<file path="config.mk">
export PLATFORM = sky130hd
export DESIGN_NAME = jtag_tap_core
export DESIGN_NICKNAME = d
export VERILOG_FILES = /design/src/rtl/jtag_pkg.sv /design/src/rtl/jtag_tap_fsm.sv /design/src/rtl/jtag_tap_core.sv
export SDC_FILE = /design/constraint.sdc
export NUM_CORES = 1
export LEC_CHECK = 0
export ABC_AREA = 1
export CORE_MARGIN = 1.5
export CORE_UTILIZATION = 45
export CTS_BUF_LIST = sky130_fd_sc_hd__clkbuf_8
export DETAILED_ROUTE_END_ITERATION = 6
export GPL_TIMING_DRIVEN = 0
export PLACE_DENSITY = 0.84
export SYNTH_ARGS = -nofsm -noshare
export SYNTH_HDL_FRONTEND = slang
export SYNTH_HIERARCHICAL = 1
export SYNTH_SLANG_ARGS = --single-unit
</file>
<file path="constraint.sdc">
create_clock -name clk -period 1.23 [get_ports clk]
set_input_delay 0.3075 -clock clk [delete_from_list [all_inputs] [get_ports clk]]
set_output_delay 0.3075 -clock clk [all_outputs]
set_load 0.03 [all_outputs]
</file>
<file path="src/rtl/jtag_pkg.sv">
// Shared TAP types: 1149.1 state encoding and the fixed IR capture pattern.
package jtag_pkg;

  typedef enum logic [3:0] {
    TEST_LOGIC_RESET = 4'h0,
    RUN_TEST_IDLE    = 4'h1,
    DR_SELECT_SCAN   = 4'h2,
    DR_CAPTURE       = 4'h3,
    DR_SHIFT         = 4'h4,
    DR_EXIT1         = 4'h5,
    DR_PAUSE         = 4'h6,
    DR_EXIT2         = 4'h7,
    DR_UPDATE        = 4'h8,
    IR_SELECT_SCAN   = 4'h9,
    IR_CAPTURE       = 4'hA,
    IR_SHIFT         = 4'hB,
    IR_EXIT1         = 4'hC,
    IR_PAUSE         = 4'hD,
    IR_EXIT2         = 4'hE,
    IR_UPDATE        = 4'hF
  } tap_state_t;

  localparam logic [1:0] IR_CAPTURE_PAT = 2'b01;

endpackage

</file>
<file path="src/rtl/jtag_tap_fsm.sv">
// 16-state 1149.1 TAP controller: registered state plus next-state decode only.
// state               | meaning
// TEST_LOGIC_RESET    | reset, instruction forced to default
// RUN_TEST_IDLE       | idle between scans
// DR_* / IR_*         | select, capture, shift, exit1, pause, exit2, update
module jtag_tap_fsm
  import jtag_pkg::*;
(
  input  logic       clk,
  input  logic       rst_n,
  input  logic       tms,
  output tap_state_t state
);

  tap_state_t state_nxt;

  always_ff @(posedge clk or negedge rst_n) begin
    if (!rst_n) state <= TEST_LOGIC_RESET;
    else        state <= state_nxt;
  end

  always_comb begin
    state_nxt = TEST_LOGIC_RESET;
    case (state)
      TEST_LOGIC_RESET: state_nxt = tms ? TEST_LOGIC_RESET : RUN_TEST_IDLE;
      RUN_TEST_IDLE:    state_nxt = tms ? DR_SELECT_SCAN   : RUN_TEST_IDLE;
      DR_SELECT_SCAN:   state_nxt = tms ? IR_SELECT_SCAN   : DR_CAPTURE;
      DR_CAPTURE:       state_nxt = tms ? DR_EXIT1         : DR_SHIFT;
      DR_SHIFT:         state_nxt = tms ? DR_EXIT1         : DR_SHIFT;
      DR_EXIT1:         state_nxt = tms ? DR_UPDATE        : DR_PAUSE;
      DR_PAUSE:         state_nxt = tms ? DR_EXIT2         : DR_PAUSE;
      DR_EXIT2:         state_nxt = tms ? DR_UPDATE        : DR_SHIFT;
      DR_UPDATE:        state_nxt = tms ? DR_SELECT_SCAN   : RUN_TEST_IDLE;
      IR_SELECT_SCAN:   state_nxt = tms ? TEST_LOGIC_RESET : IR_CAPTURE;
      IR_CAPTURE:       state_nxt = tms ? IR_EXIT1         : IR_SHIFT;
      IR_SHIFT:         state_nxt = tms ? IR_EXIT1         : IR_SHIFT;
      IR_EXIT1:         state_nxt = tms ? IR_UPDATE        : IR_PAUSE;
      IR_PAUSE:         state_nxt = tms ? IR_EXIT2         : IR_PAUSE;
      IR_EXIT2:         state_nxt = tms ? IR_UPDATE        : IR_SHIFT;
      IR_UPDATE:        state_nxt = tms ? DR_SELECT_SCAN   : RUN_TEST_IDLE;
      default:          state_nxt = TEST_LOGIC_RESET;
    endcase
  end

endmodule

</file>
<file path="src/rtl/jtag_tap_core.sv">
// JTAG TAP core: FSM, IR, BYPASS/IDCODE DRs, user DR select decode and tdo mux.
// Define JTAG_TAP_IDCODE_EN to build the IDCODE register and make it the reset instruction.
module jtag_tap_core
  import jtag_pkg::*;
#(
  parameter int                IR_LEN       = 5,
  parameter int                NUM_USER_DR  = 2,
  parameter logic [IR_LEN-1:0] USER_IR_BASE = 5'h10,
  parameter logic [IR_LEN-1:0] IDCODE_IR    = 5'h01,
  parameter logic [31:0]       IDCODE_VAL   = 32'h1000_0001
) (
  input  logic                   clk,
  input  logic                   rst_n,
  input  logic                   tms,
  input  logic                   tdi,
  output logic                   tdo,
  output logic                   tdo_en,
  output tap_state_t             state,
  output logic [IR_LEN-1:0]      ir,
  output logic                   capture_dr,
  output logic                   shift_dr,
  output logic                   update_dr,
  output logic [NUM_USER_DR-1:0] user_dr_sel,
  input  logic [NUM_USER_DR-1:0] user_dr_tdo
);

  localparam logic [31:0] IDCODE_INIT = IDCODE_VAL | 32'h1;
`ifdef JTAG_TAP_IDCODE_EN
  localparam bit                IDCODE_PRESENT = 1'b1;
  localparam logic [IR_LEN-1:0] IR_DEFAULT     = IDCODE_IR;
`else
  localparam bit                IDCODE_PRESENT = 1'b0;
  localparam logic [IR_LEN-1:0] IR_DEFAULT     = '1;
`endif

  logic [IR_LEN-1:0] ir_shift;
  logic              bypass_reg;
  logic              idcode_lsb;
  logic              ir_bypass;
  logic              sel_idcode;

  jtag_tap_fsm u_fsm (
    .clk   (clk),
    .rst_n (rst_n),
    .tms   (tms),
    .state (state)
  );

  assign capture_dr = (state == DR_CAPTURE);
  assign shift_dr   = (state == DR_SHIFT);
  assign update_dr  = (state == DR_UPDATE);
  assign tdo_en     = (state == DR_SHIFT) || (state == IR_SHIFT);

  always_ff @(posedge clk or negedge rst_n) begin
    if (!rst_n) begin
      ir_shift <= IR_DEFAULT;
    end else if (state == IR_CAPTURE) begin
      ir_shift <= IR_LEN'(IR_CAPTURE_PAT);
    end else if (state == IR_SHIFT) begin
      ir_shift <= {tdi, ir_shift[IR_LEN-1:1]};
    end
  end

  // Also load the default on the IR_SELECT_SCAN->TLR edge so ir is already
  // default on the first cycle in TEST_LOGIC_RESET.
  always_ff @(posedge clk or negedge rst_n) begin
    if (!rst_n) begin
      ir <= IR_DEFAULT;
    end else if ((state == TEST_LOGIC_RESET) || ((state == IR_SELECT_SCAN) && tms)) begin
      ir <= IR_DEFAULT;
    end else if (state == IR_UPDATE) begin
      ir <= ir_shift;
    end
  end

  always_ff @(posedge clk or negedge rst_n) begin
    if (!rst_n)                 bypass_reg <= 1'b0;
    else if (state == DR_CAPTURE) bypass_reg <= 1'b0;
    else if (state == DR_SHIFT)   bypass_reg <= tdi;
  end

`ifdef JTAG_TAP_IDCODE_EN
  logic [31:0] idcode_sr;

  always_ff @(posedge clk or negedge rst_n) begin
    if (!rst_n)                   idcode_sr <= IDCODE_INIT;
    else if (state == DR_CAPTURE) idcode_sr <= IDCODE_INIT;
    else if (state == DR_SHIFT)   idcode_sr <= {tdi, idcode_sr[31:1]};
  end

  assign idcode_lsb = idcode_sr[0];
`else
  // Never selected in this build; tied to a constant.
  assign idcode_lsb = IDCODE_INIT[0];
`endif

  assign ir_bypass  = &ir;
  assign sel_idcode = IDCODE_PRESENT && !ir_bypass && (ir == IDCODE_IR);

  for (genvar k = 0; k < NUM_USER_DR; k++) begin : g_user_sel
    assign user_dr_sel[k] = !ir_bypass && !sel_idcode &&
                            (ir == USER_IR_BASE + IR_LEN'(k));
  end

  always_comb begin
    tdo = 1'b0;
    if (state == IR_SHIFT) begin
      tdo = ir_shift[0];
    end else if (state == DR_SHIFT) begin
      if (sel_idcode)        tdo = idcode_lsb;
      else if (|user_dr_sel) tdo = |(user_dr_sel & user_dr_tdo);
      else                   tdo = bypass_reg;
    end
  end

endmodule

</file>
# Word level (Yosys, flattened, before mapping)
# Cells that the tools add are included.
word_totals:
  register_bits: 15
  latchBits: 0
  mem_bits_rw: 0
  romBits: 0
  in_bits: 6
  wordCells: 60
  memories: 0
op_classes:
  addsub: 0
  multipliers: 0
  div_mod_pow: 0
  n_lt_le_gt_ge: 0
  eq_ne: 17
  shifts: 0
  muxes: 22
  n_bitwise: 1
  reduce_logical: 16
op_table:
  columns: ["operator", "count"]
  rows:
  - ["$pmux W4 S12", 1]
  - ["$eq A4 B4 Y1 const B", 8]
  - ["$mux W5", 4]
  - ["$eq A4 B3 Y1 const B", 4]
  - ["$mux W4", 4]
  - ["$eq A5 B5 Y1 const B", 2]
  - ["$eq A4 B2 Y1 const B", 2]
  - ["$mux W1", 8]
  - ["$reduce_or A2 Y1", 4]
  - ["$mux W2", 3]
  - ["$mux W3", 2]
  - ["$reduce_bool A2 Y1", 3]
  - ["$reduce_and A5 Y1", 1]
  - ["$eq A4 B1 Y1 const B", 1]
  - ["$logic_not A4 Y1", 1]
  - ["$logic_and A1 B1 Y1", 3]
  - ["$reduce_or A3 Y1", 1]
  - ["$and A2 B2 Y2", 1]
  - ["$logic_or A1 B1 Y1", 2]
  - ["$logic_not A1 Y1", 1]

# Depth between registers and ports, before layout
logic_depth:
  ltp_word: 8
  ltp_mapped: 7

# Cells and area by module
# The synthesis kept the hierarchy.
by_module_without_submodules:
  columns: ["mod", "n_inst", "cells_each", "area_each_um2"]
  rows:
  - ["jtag_tap_core", 1, 72, 564.3]
  - ["jtag_tap_fsm", 1, 55, 335.3]

# Worst setup path after synthesis
# Ideal clock, no wire load.
synth_path:
  path_type: "register to output"
  startpoint: "reg u_fsm.state[0]"
  endpoint: "out capture_dr"
  t_arrival_ps: 1599
  t_required_ps: 923
  slack_ps: -677
  path_stages_with_launch: 3
  path_cell_list: "dfrtp_1 > nand2_1 > nor3_1"
synth_between:
  elab_chain_cells: 1
synth_lines:
  columns: ["element", "line_no", "source"]
  rows:
  - ["start: declaration", "jtag_tap_fsm.sv:12", "output tap_state_t state"]
  - ["start signal: assignment", "jtag_tap_fsm.sv:19", "else state <= state_nxt;"]
  - ["$eq A4 B2 Y1", "jtag_tap_core.sv:49", "assign capture_dr = (state == DR_CAPTURE);"]
  - ["end: declaration", "jtag_tap_core.sv:20", "output logic capture_dr,"]
# No other way between the ends.

# Worst setup path in the final report
layout_path:
  startpoint: "reg ir[4]"
  endpoint: "out tdo"
layout_between:
  elab_chain_cells: 8
layout_lines:
  columns: ["element", "line_no", "source"]
  rows:
  - ["start: declaration", "jtag_tap_core.sv:19", "output logic [IR_LEN-1:0] ir,"]
  - ["start signal: assignment", "jtag_tap_core.sv:72", "ir <= ir_shift;"]
  - ["$reduce_and A5 Y1", "jtag_tap_core.sv:97", "assign ir_bypass = &ir;"]
  - ["$logic_not A1 Y1", "jtag_tap_core.sv:101", "assign user_dr_sel[k] = !ir_bypass && !sel_idcode &&"]
  - ["$logic_and A1 B1 Y1", "jtag_tap_core.sv:101", null]
  - ["$and A2 B2 Y2", "jtag_tap_core.sv:111", "else if (|user_dr_sel) tdo = |(user_dr_sel & user_dr_tdo);"]
  - ["$reduce_or A2 Y1", "jtag_tap_core.sv:111", null]
  - ["$mux W1 *", "jtag_tap_core.sv:111", null]
  - ["$mux W1 *", "jtag_tap_core.sv:109", "end else if (state == DR_SHIFT) begin"]
  - ["$mux W1 *", "jtag_tap_core.sv:107", "if (state == IR_SHIFT) begin"]
  - ["end: declaration", "jtag_tap_core.sv:16", "output logic tdo,"]
# Mark *: on every way between the ends. The rest lies on a longest branch, timed or not.

==> results.cfg <==
[status]
status = complete, but fails checks
failed_checks = setup timing

[worst_setup_path]
rrSetupSlack_ns = -0.21
cp_top_family = flip-flops
crit_path_start_kind = register
cp_num_buf_inv = 2
crit_path_top_delay_cell = dfstp_2
end_kind = output port
crit_chain = inv_2 > nor2_4 > nand2_2 > nand2_2 > nand3_2 > nand2_2 > nand2_4 > buf_6
path_class = register to output port
critPathArrivalTime_ns = 1.45
rr_endpoint = ir[1]
critPathMostFrequentCell = nand2_2
reg2regPathDepth = 7
worstPathRequired_ns = 0.92
critical_path_peak_fanout = 3
r2r_start = u_fsm/state[0]
critPathMaxStageDelay_ns = 0.54

[floorplanning]
die_y_um = 47.7
rows = 15
die_w_um = 47.7
start_util_pct = 49.9
io_pins = 22
coreArea_um2 = 1800
die_area_um2 = 2280

[clocking]
clock_path_buffers = 2
clock_sinks = 15
root_buffer = clkbuf_8
clk_latency_ns = 0.26
cts_tree = built
cts.clk_slew.worst_paths_ns = 0.07
cts_buffers = 3
holdBufCountCts = 0
cts.htree.levels = 1

[sta]
fin_setup_tns_ns = -4.85
final.min_clock_period_ns = 1.76
worstMarginPinSlew_ns = 0.653
setup_viol = 26
hold_violations = 0
relSlewSlack_pct = 56.3
clock.fmax_ghz = 0.567
slew_violations = 0
period_share_pct = 143
setup_ws_ns = -0.532
rsz0062_at_grt = true
finalClockSkew_ns = 0.00347

[yosys]
synth_seq_area_share_pct = 43.1
synthesis.area_um2 = 900
synth_cell_type_count = 21
synthMostInstantiatedCell = nand2_1
yosys_warnings = 6
syn_nets = 133
ys_async_sr_fraction_pct = 100
synth_edf_count = 0
synthCells = 127
synth_seq_cells = 15
yosys.area.top_type_share_pct = 29.2
synth_common_cells = nand2_1, nor2_1, inv_1
synth_ff_type = dfstp_2
synth_area_per_cell_um2 = 7.08
synth_top_area_cell = dfstp_2
synth_area_leaders = dfstp_2, nand2_1, dfrtp_1

[grt]
grt-ovfl-total = 0
grt_start_max_net_pins = 16
grt_pass1_vias = 1006
grt_first_pass_wirelength_mm = 4.46
grt_antenna_before_repair = 0
grt_usage_pct = 28.6

[placement]
place.gp.congestion = 0.868
pre_cts_slack_ns = -0.881
dp_hpwl_mm = 1.81
port_buffers = 21
dp_cells = 173

[route]
vias_per_cell = 5.81
wirelength_mm = 3.92
vias = 1167
drtIter0Drc = 56
first_pass_iters = 4
drcViolationCount = 0
ant_nets = 0
wl_per_cell_um = 19.5

[power]
powerDensity_nw_per_um2 = 2340
p_leak_nw = 0.738
ir_worst_vdd_uv = 2380

[cells_and_area]
seqCellArea_um2 = 393
nNetsFinal = 183
syn2layout_area_growth_pct = 83.2
nFillCells = 66
reg_top3 = ir (5), ir_shift (5), u_fsm/state (4)
multiInputGateArea_um2 = 614
drive_gt1_share_pct = 59.7
n_antenna_cell = 0
layout.cells.non_filler = 201

[job]
drv_cap = 0

[hold_path]
hp-class = input port to async pin
==> final cells by class <==
cell class	instances	area share, %
buffer	2	1.37
clock buffer	3	2.51
clock inverter	1	0.456
inverter	18	5.01
multi-input combinational	92	37.3
sequential	15	23.8
tap	25	1.90
timing repair buffer	45	27.6
==> layout by cell type (no fill, tap or decap), types with 4 or more instances in the layout <==
cell type / count
dfrtp_2: 4
nor2_4: 8
clkdlybuf4s50_1: 5
dfstp_2: 10
inv_2: 6
nand2_2: 10
o21ai_2: 4
nand3_1: 6
nor2_1: 10
buf_4: 14
inv_1: 8
nand2_1: 21
buf_6: 23
==> report_power, final <==
part	switching, mW	leakage (nW)	internal [mW]
registers	0.215	0.162	0.722
logic	1.44	0.554	1.04
clock network	0.208	0.0217	0.228
==> metal layers <==
layer	up-vias	wire length, µm	GRT usage (%)
li1	510	-	-
met1	543	1370	30.1
met2	90	2070	55.5
met3	24	314	4.15
met4	0	170	11.9
met5	-	0	0
==> timing repair <==
item | CTS | global route
setup endpoints to repair | 28 | 30
gates cloned | 0 | 1
buffers inserted | 16 | 13
gates resized for setup | 121 | 36
pin swaps | 12 | 14
==> cell families (layout without fill, tap and decap cells) <==
logic type	count (synthesis)	after routing	synth area share, %
and+or+nand+nor	74	74	36.3
AOI/OAI and AO/OA	18	18	11.7
DFF	15	15	43.1
buffers and inverters	20	69	8.90
==> worst max path at each step <==
stage | cells after the start | endpoint | slack, ns | from
after detailed placement | 6 | tdo | -0.88 | user_dr_tdo[0]
after floorplan | 7 | tdo | -0.26 | ir[4]
final | 8 | tdo | -0.53 | ir[4]
after CTS | 8 | tdo | -0.50 | ir[4]
after global routing | 8 | tdo | -0.63 | ir[4]
after global placement | 6 | tdo | -0.84 | user_dr_tdo[1]
==> through the flow <==
stage	utilization [%]	power [mW]	area [µm²]	hold WS (ns)
2_1_floorplan	-	1.97	988	0.0119
3_3_place_gp	68.3	2.37	1230	0.503
3_5_place_dp	68.3	2.43	1230	0.518
4_1_cts	82.3	3.25	1480	0.475
5_1_grt	91.5	3.98	1650	0.500
6_report	91.5	3.86	1650	0.451
==> worst register-to-register path, cell delays in order, from the launching register on <==
cell and delay [ns]:
dfrtp_2 0.46, nand2_4 0.10, buf_6 0.13, nor3_4 0.20, buf_2 0.18, nand2_1 0.05
o21ai_0 0.11, nand2_1 0.12
Note: power is estimated with default switching activity, not from simulation.
